## src/rtl/round_key_store.sv

```systemverilog
// round_key_store: dual-bank (direct/inverse) AES round key storage with registered reads
module round_key_store #(
  parameter int KEY_SLOTS = 15
) (
  input  logic         clk,
  input  logic         rst,
  input  logic         load_start,
  input  logic [1:0]   key_length,
  input  logic         key_in_valid,
  input  logic [0:127] key_in_direct,
  input  logic [0:127] key_in_inverse,
  input  logic         rd_req,
  input  logic         rd_decrypt,
  input  logic [3:0]   rd_round,
  output logic         rd_valid,
  output logic [0:127] rd_key,
  output logic         keys_ready,
  output logic [3:0]   num_rounds,
  output logic         load_error
);
  typedef enum logic [1:0] {IDLE, LOADING, READY} state_t;
  state_t state, next;
  logic [3:0] nr, cnt;
  logic [0:127] dir_bank [KEY_SLOTS];
  logic [0:127] inv_bank [KEY_SLOTS];
  logic bad, wr, done, rd_ok;
  assign bad = key_length == 2'b11;
  assign wr = state == LOADING && key_in_valid && !load_start;
  assign done = wr && cnt == nr;
  assign rd_ok = rd_req && state == READY && rd_round <= nr;
  assign keys_ready = state == READY;
  assign num_rounds = keys_ready ? nr : 4'd0;
  always_comb next = load_start ? (bad ? IDLE : LOADING) : done ? READY : state;
  always_ff @(posedge clk) begin
    if (rst) begin
      state <= IDLE;
      nr <= '0;
      cnt <= '0;
      load_error <= 1'b0;
      rd_valid <= 1'b0;
      rd_key <= '0;
    end else begin
      state <= next;
      load_error <= load_start && bad;
      rd_valid <= rd_ok;
      rd_key <= !rd_ok ? '0 : rd_decrypt ? inv_bank[nr - rd_round] : dir_bank[rd_round];
      if (load_start && !bad) begin
        nr <= 4'd10 + {1'b0, key_length, 1'b0};
        cnt <= '0;
      end else if (wr && !done) cnt <= cnt + 4'd1;
    end
  end
  // Bank contents need no reset: nothing is readable until a full schedule lands.
  always_ff @(posedge clk) begin
    if (wr) begin
      dir_bank[cnt] <= key_in_direct;
      inv_bank[cnt] <= key_in_inverse;
    end
  end
endmodule

```

## config.mk

```make
export PLATFORM = sky130hd
export DESIGN_NAME = round_key_store
export DESIGN_NICKNAME = d
export VERILOG_FILES = /design/src/rtl/round_key_store.sv
export SDC_FILE = /design/constraint.sdc
export NUM_CORES = 2
export LEC_CHECK = 0
export BUFFER_PORTS_ARGS = -buffer_cell sky130_fd_sc_hd__buf_2
export CAP_MARGIN = 20
export CELL_PAD_IN_SITES_DETAIL_PLACEMENT = 0
export CELL_PAD_IN_SITES_GLOBAL_PLACEMENT = 1
export CORE_UTILIZATION = 30
export DETAILED_ROUTE_END_ITERATION = 16
export PLACE_DENSITY = 0.52
export SYNTH_ARGS = -nofsm -noshare
export SYNTH_HDL_FRONTEND = slang
export SYNTH_SLANG_ARGS = --single-unit
```

## constraint.sdc

```tcl
create_clock -name clk -period 22.9 [get_ports clk]
set_input_delay 1.145 -clock clk [delete_from_list [all_inputs] [get_ports clk]]
set_output_delay 1.145 -clock clk [all_outputs]
set_load 0.05 [all_outputs]
```

; ---- Word level (Yosys, flattened, before mapping)
; Memory sizes are Yosys's and may differ from the RTL's.
; Cells that the tools add are included.
; W data, S select, Z words.
[word_totals]
reg_bits = 140
mem_bits_rw = 3840
in_bits = 268
output_inout_bits = 135
wordCells = 38
n_memories = 2
[mem_list]
columns = memory, depth, width, read_ports, rd_clocked_by_memory_dff, write_ports, line
row1 = dir_bank, 15, 128, 1, 0, 1, 24  ; logic [0:127] dir_bank [KEY_SLOTS];
row2 = inv_bank, 15, 128, 1, 0, 1, 25  ; logic [0:127] inv_bank [KEY_SLOTS];
[classes]
n_addsub = 3
n_lt_le_gt_ge = 1
n_eq_ne = 4
mux = 7
bitwise = 1
n_reduce_logical = 14
[op_table]
columns = cell, count
row1 = $mux W128, 1
row2 = $logic_and A1 B1 Y1, 8
row3 = $add A4 B1 Y4 const B, 1
row4 = $add A4 B3 Y4 const A, 1
row5 = $eq A2 B2 Y1 const B, 2
row6 = $eq A4 B4 Y1, 1
row7 = $le A4 B4 Y1, 1
row8 = $mux W2, 2
row9 = $mux W4, 1
row10 = $reduce_or A2 Y1, 2
row11 = $sub A4 B4 Y4, 1
row12 = $logic_not A1 Y1, 3
row13 = $mux W1, 3
row14 = $eq A2 B1 Y1 const B, 1
row15 = $reduce_bool A2 Y1, 1
row16 = $not A1 Y1, 1

; ---- Logic depth before layout (Yosys ltp)
[logic_depth]
word_depth = 6
mapped_depth = 13
depth_no_buf = 8

; ---- Worst setup path after synthesis
; Ideal clock, no wire load.
[synth_timing]
path_kind = in2reg
start = input key_in_valid
end = memory dir_bank[0][0] (netlist bit) (enable)
setup_ns = 1.186
arrival_time_ns = 18.984
required_ns = 21.714
slack_ns = 2.730
stages = 4
path_buffers = 1
cell_sequence = nor4bb_1 clkbuf_1 nand2_1 nor3_1
[synth_via]
elab_chain_cells = 4
[synth_rtl]
columns = item, line
row1 = "start, declared", 9  ; input logic key_in_valid,
row2 = $logic_and A1 B1 Y1 (2 in series), 28  ; assign wr = state == LOADING && key_in_valid && !load_start;
row3 = $mux W1, 55  ; if (wr) begin
row4 = $mux W1 (implied by the code), 56  ; dir_bank[cnt] <= key_in_direct;
row5 = "end, declared", 24
; No other way between the ends.

; ---- Worst setup path in the final report
[layout_timing]
start = register nr[1]
end = register rd_key[49] (netlist bit)
[layout_via]
elab_chain_cells = 4
elab_cells_between_ends = 7
classes_between = 1 x add/sub / 1 x order compare / 1 x mux / 1 x bitwise / 2 x reduce/logical / 1 x memory
[layout_rtl]
columns = item, line
row1 = "start, declared", 23  ; logic [3:0] nr, cnt;
row2 = "start signal, assigned", 48  ; nr <= 4'd10 + {1'b0, key_length, 1'b0};
row3 = branches (longest 4 deep; another with $mem_v2 Z15 W128), -
row4 = "end signal, assigned", 46  ; rd_key <= !rd_ok ? '0 : rd_decrypt ? inv_bank[nr - rd_round] : dir_bank[rd_round];
row5 = "end, declared", 16  ; output logic [0:127] rd_key,
; Several ways; the timed one is not identified.
; A chain may end at the register's enable or synchronous reset.

==> reports/qor.csv <==
metric,value,unit
area of the multi-input gates,30900,um^2
First-pass DRT Iterations,6,
Avg Inst Size Synth,20.4,um^2
post-layout util,0.350,
number of hold violations in the final report,0,
CTS Buf Count,424,
hold_buf cts,0,
WHS Path Cells,2,
Max-cap violations,0,
htree depth,5,
Crit Reg-Reg Startpoint,nr[1]$_SDFFE_PP0P_,
WP buf/inv,5,
Chip Width,711,um
R2R Setup Slk,16.55,ns
most frequent cell after synthesis,edfxtp_1,
ratio of cells with drive above 1 in the final layout,0.226,
DR WL/cell,29.5,um
worst-margin pin slew,1.21,ns
core footprint,501000,um^2
GPL Wtd Cong,0.711,
Top delay family on crit path,buffers and inverters,
"FF+latch count, synth",3979,
Setup Viol. Count Final,0,
CTS root buffer,clkbuf_16,
fillers,46515,
r2r worst-path depth,10,
io pins,403,
status,"finished, final reports clean",
largest cells by area after synthesis,"edfxtp_1 (76%), mux4_2 (9.3%), mux2i_1 (4.9%)",
DP HPWL,236000,um
Tmin final,6.35,ns
Leak,56.8,nW
die area,506000,um^2
Setup crit end,rd_key[49]$_SDFF_PP0_,
postcts setup bufs,0,
Area Growth Syn to Fin,16.2,%
vias,76024,
top post-synthesis cells by count,"edfxtp_1 (3,840), mux2i_1 (741), mux4_2 (626)",
worst clock skew,0.0896,ns
number of flops mapped to enable cells by yosys,3840,
Worst-path clk slew,0.06,ns
Cell Rows,260,
Die Ht,711,um
register area,118000,um^2
Overall Global Routing Usage,0.171,
CP peak stage delay,1.22,ns
Max-Slew Margin vs Limit,0.193,
worst-path fanout max,70,
post-synth top area share,0.764,
Synth cell types,52,
CP Launch Point,nr[1]$_SDFFE_PP0P_,
VDD IR max,0.0672,mV
crit path cell chain,"inv_1, fa_4, buf_4, buf_4, buf_4, buf_4, mux4_2, mux2i_1, nor3_1, or3_1",
Port-buffer cells,401,
power density over the cells,90.5,nW/um^2
Hold WC Path Type,input pin to flip-flop,
crit path kind,flip-flop to flip-flop,
Starting Density,0.301,
pin count of the biggest net entering global routing,155,
RR Endpoint,rd_key[49]$_SDFF_PP0_,
ys flop type,edfxtp_1,
data required time of the worst path,23.79,ns
"area leader, netlist",edfxtp_1,
total gr overflow,0,
clock sink count,3979,
clk_lat worst skew,1.02,ns
Worst EP arrival,7.24,ns
Mapped Nets,7696,
Synth Instances,7418,
total wire length,445000,um
Worst path most repeated cell,buf_4,
Stages on worst setup path,10,
vias per cell,5.04,
"FFs w/ async S/R, synth",0,
CP Capture Type,flip-flop,
TNS Setup,0,ns
post_cts resized,0,
first-pass GRT wire length,619000,um
TritonCTS clock tree,done,
RSZ-0062 raised after global routing,no,
nets,8260,
drt initial violations,6838,
DRC violations left,0,
Tcrit/Tclk final,0.277,
synth warn,0,
slowest CP cell,fa_4,
Routed Antenna Nets,0,
sequential element share of the synthesized area,0.782,
fmax,0.158,GHz
initial antenna violation count,186,
Mapped Area,151000,um^2
Max clock buf depth,4,
vias in the first global route,78277,
crit path launch type,flip-flop,
Final Max Slew Viols,0,
[power by group]
part | total (mW) | switching (mW) | internal, mW
sequential | 7.99 | 0.00377 | 7.98
clock | 6.97 | 2.91 | 4.06
combinational | 0.923 | 0.605 | 0.318
[worst min path at each step]
stage | startpoint | end | slack, ns
after CTS | key_length[0] | nr[1]$_SDFFE_PP0P_ | 0.27
final | key_length[0] | nr[1]$_SDFFE_PP0P_ | 0.37
after floorplan | state[1]$_SDFFE_PP0P_ | state[1]$_SDFFE_PP0P_ | 0.44
after detailed placement | state[1]$_SDFFE_PP0P_ | state[1]$_SDFFE_PP0P_ | 0.48
after global routing | key_length[0] | nr[1]$_SDFFE_PP0P_ | 0.31
after global placement | state[1]$_SDFFE_PP0P_ | state[1]$_SDFFE_PP0P_ | 0.46
[final cells by class]
| type | count | area share |
|---|---|---|
| antenna | 46 | 0.000656 |
| clock buffer | 585 | 0.0673 |
| clock inverter | 210 | 0.0140 |
| inverter | 10 | 0.000299 |
| multi-input combinational | 2972 | 0.176 |
| sequential | 3979 | 0.673 |
| tap | 6681 | 0.0476 |
| timing repair buffer | 595 | 0.0214 |
[kinds of logic (layout without fill, tap and decap cells)]
kind of cell / Yosys count / count (layout) / synth area share
AOI/OAI and AO/OA: 810 / 810 / 0.0354
DFF: 3979 / 3979 / 0.782
other: 1 / 47 / 0.0000248
and+or+nand+nor: 775 / 775 / 0.0237
adders and majority gates: 10 / 10 / 0.000878
xor gates and xnor gates: 8 / 8 / 0.000464
muxes: 1368 / 1368 / 0.143
buffers and inverters: 467 / 1400 / 0.0148
[state kept, by name (all words and copies together), names as in the netlist]
name / count
nr: 3
rd_valid: 1
load_error: 1
rd_key: 128
cnt: 4
inv_bank: 1920
dir_bank: 1920
state: 2
[cells in the final DEF (no fill, tap or decap), types with 7 or more instances in the layout]
cell type / count
ha_1: 9
buf_2: 398
clkinv_16: 13
clkinvlp_4: 11
clkbuf_16: 425
a311o_1: 19
dfxtp_1: 139
mux2i_1: 741
clkbuf_1: 103
a211oi_1: 301
clkinv_2: 67
clkbuf_8: 57
nor2_1: 191
nand2_1: 171
nor3_1: 256
a221oi_1: 13
o211ai_1: 13
buf_4: 175
o221ai_1: 20
nand3_1: 19
a211o_1: 14
a21oi_1: 188
diode_2: 46
bufinv_16: 39
clkinv_1: 63
o21ai_1: 11
nor2_4: 13
or3_1: 95
buf_12: 20
o22ai_1: 108
mux4_2: 626
inv_1: 7
edfxtp_1: 3840
o21ai_0: 101
a2111oi_1: 10
[per-layer routing]
metal / track usage / routed length [um]
met4: 0.0305 / 7840
met5: 0 / 546
met3: 0.0366 / 30800
met1: 0.241 / 197000
met2: 0.276 / 208000
[worst register-to-register path: cells and delay by family, from the launching register on]
kind                     cells  cell delay, ns
multiplexers                 2            0.69
flip-flops                   1            0.65
adder cells (fa/ha/maj)      1            1.22
buffers and inverters        5            3.24
AND/OR/NAND/NOR              2            0.47
[stage by stage]
stage          std cells  total power, mW  worst slack (ns)  hold WS (ns)  area (um^2)
2_1_floorplan       7418             8.72              2.73         0.439       151000
3_3_place_gp       14232             9.07             15.68         0.458       161000
3_5_place_dp       14234             9.08             15.65         0.484       161000
4_1_cts            15029             16.1             16.50         0.268       175000
5_1_grt            15038             16.4             16.31         0.310       175000
6_report           15078             15.9             16.55         0.370       175000
Note: power is estimated with default switching activity, not from simulation.
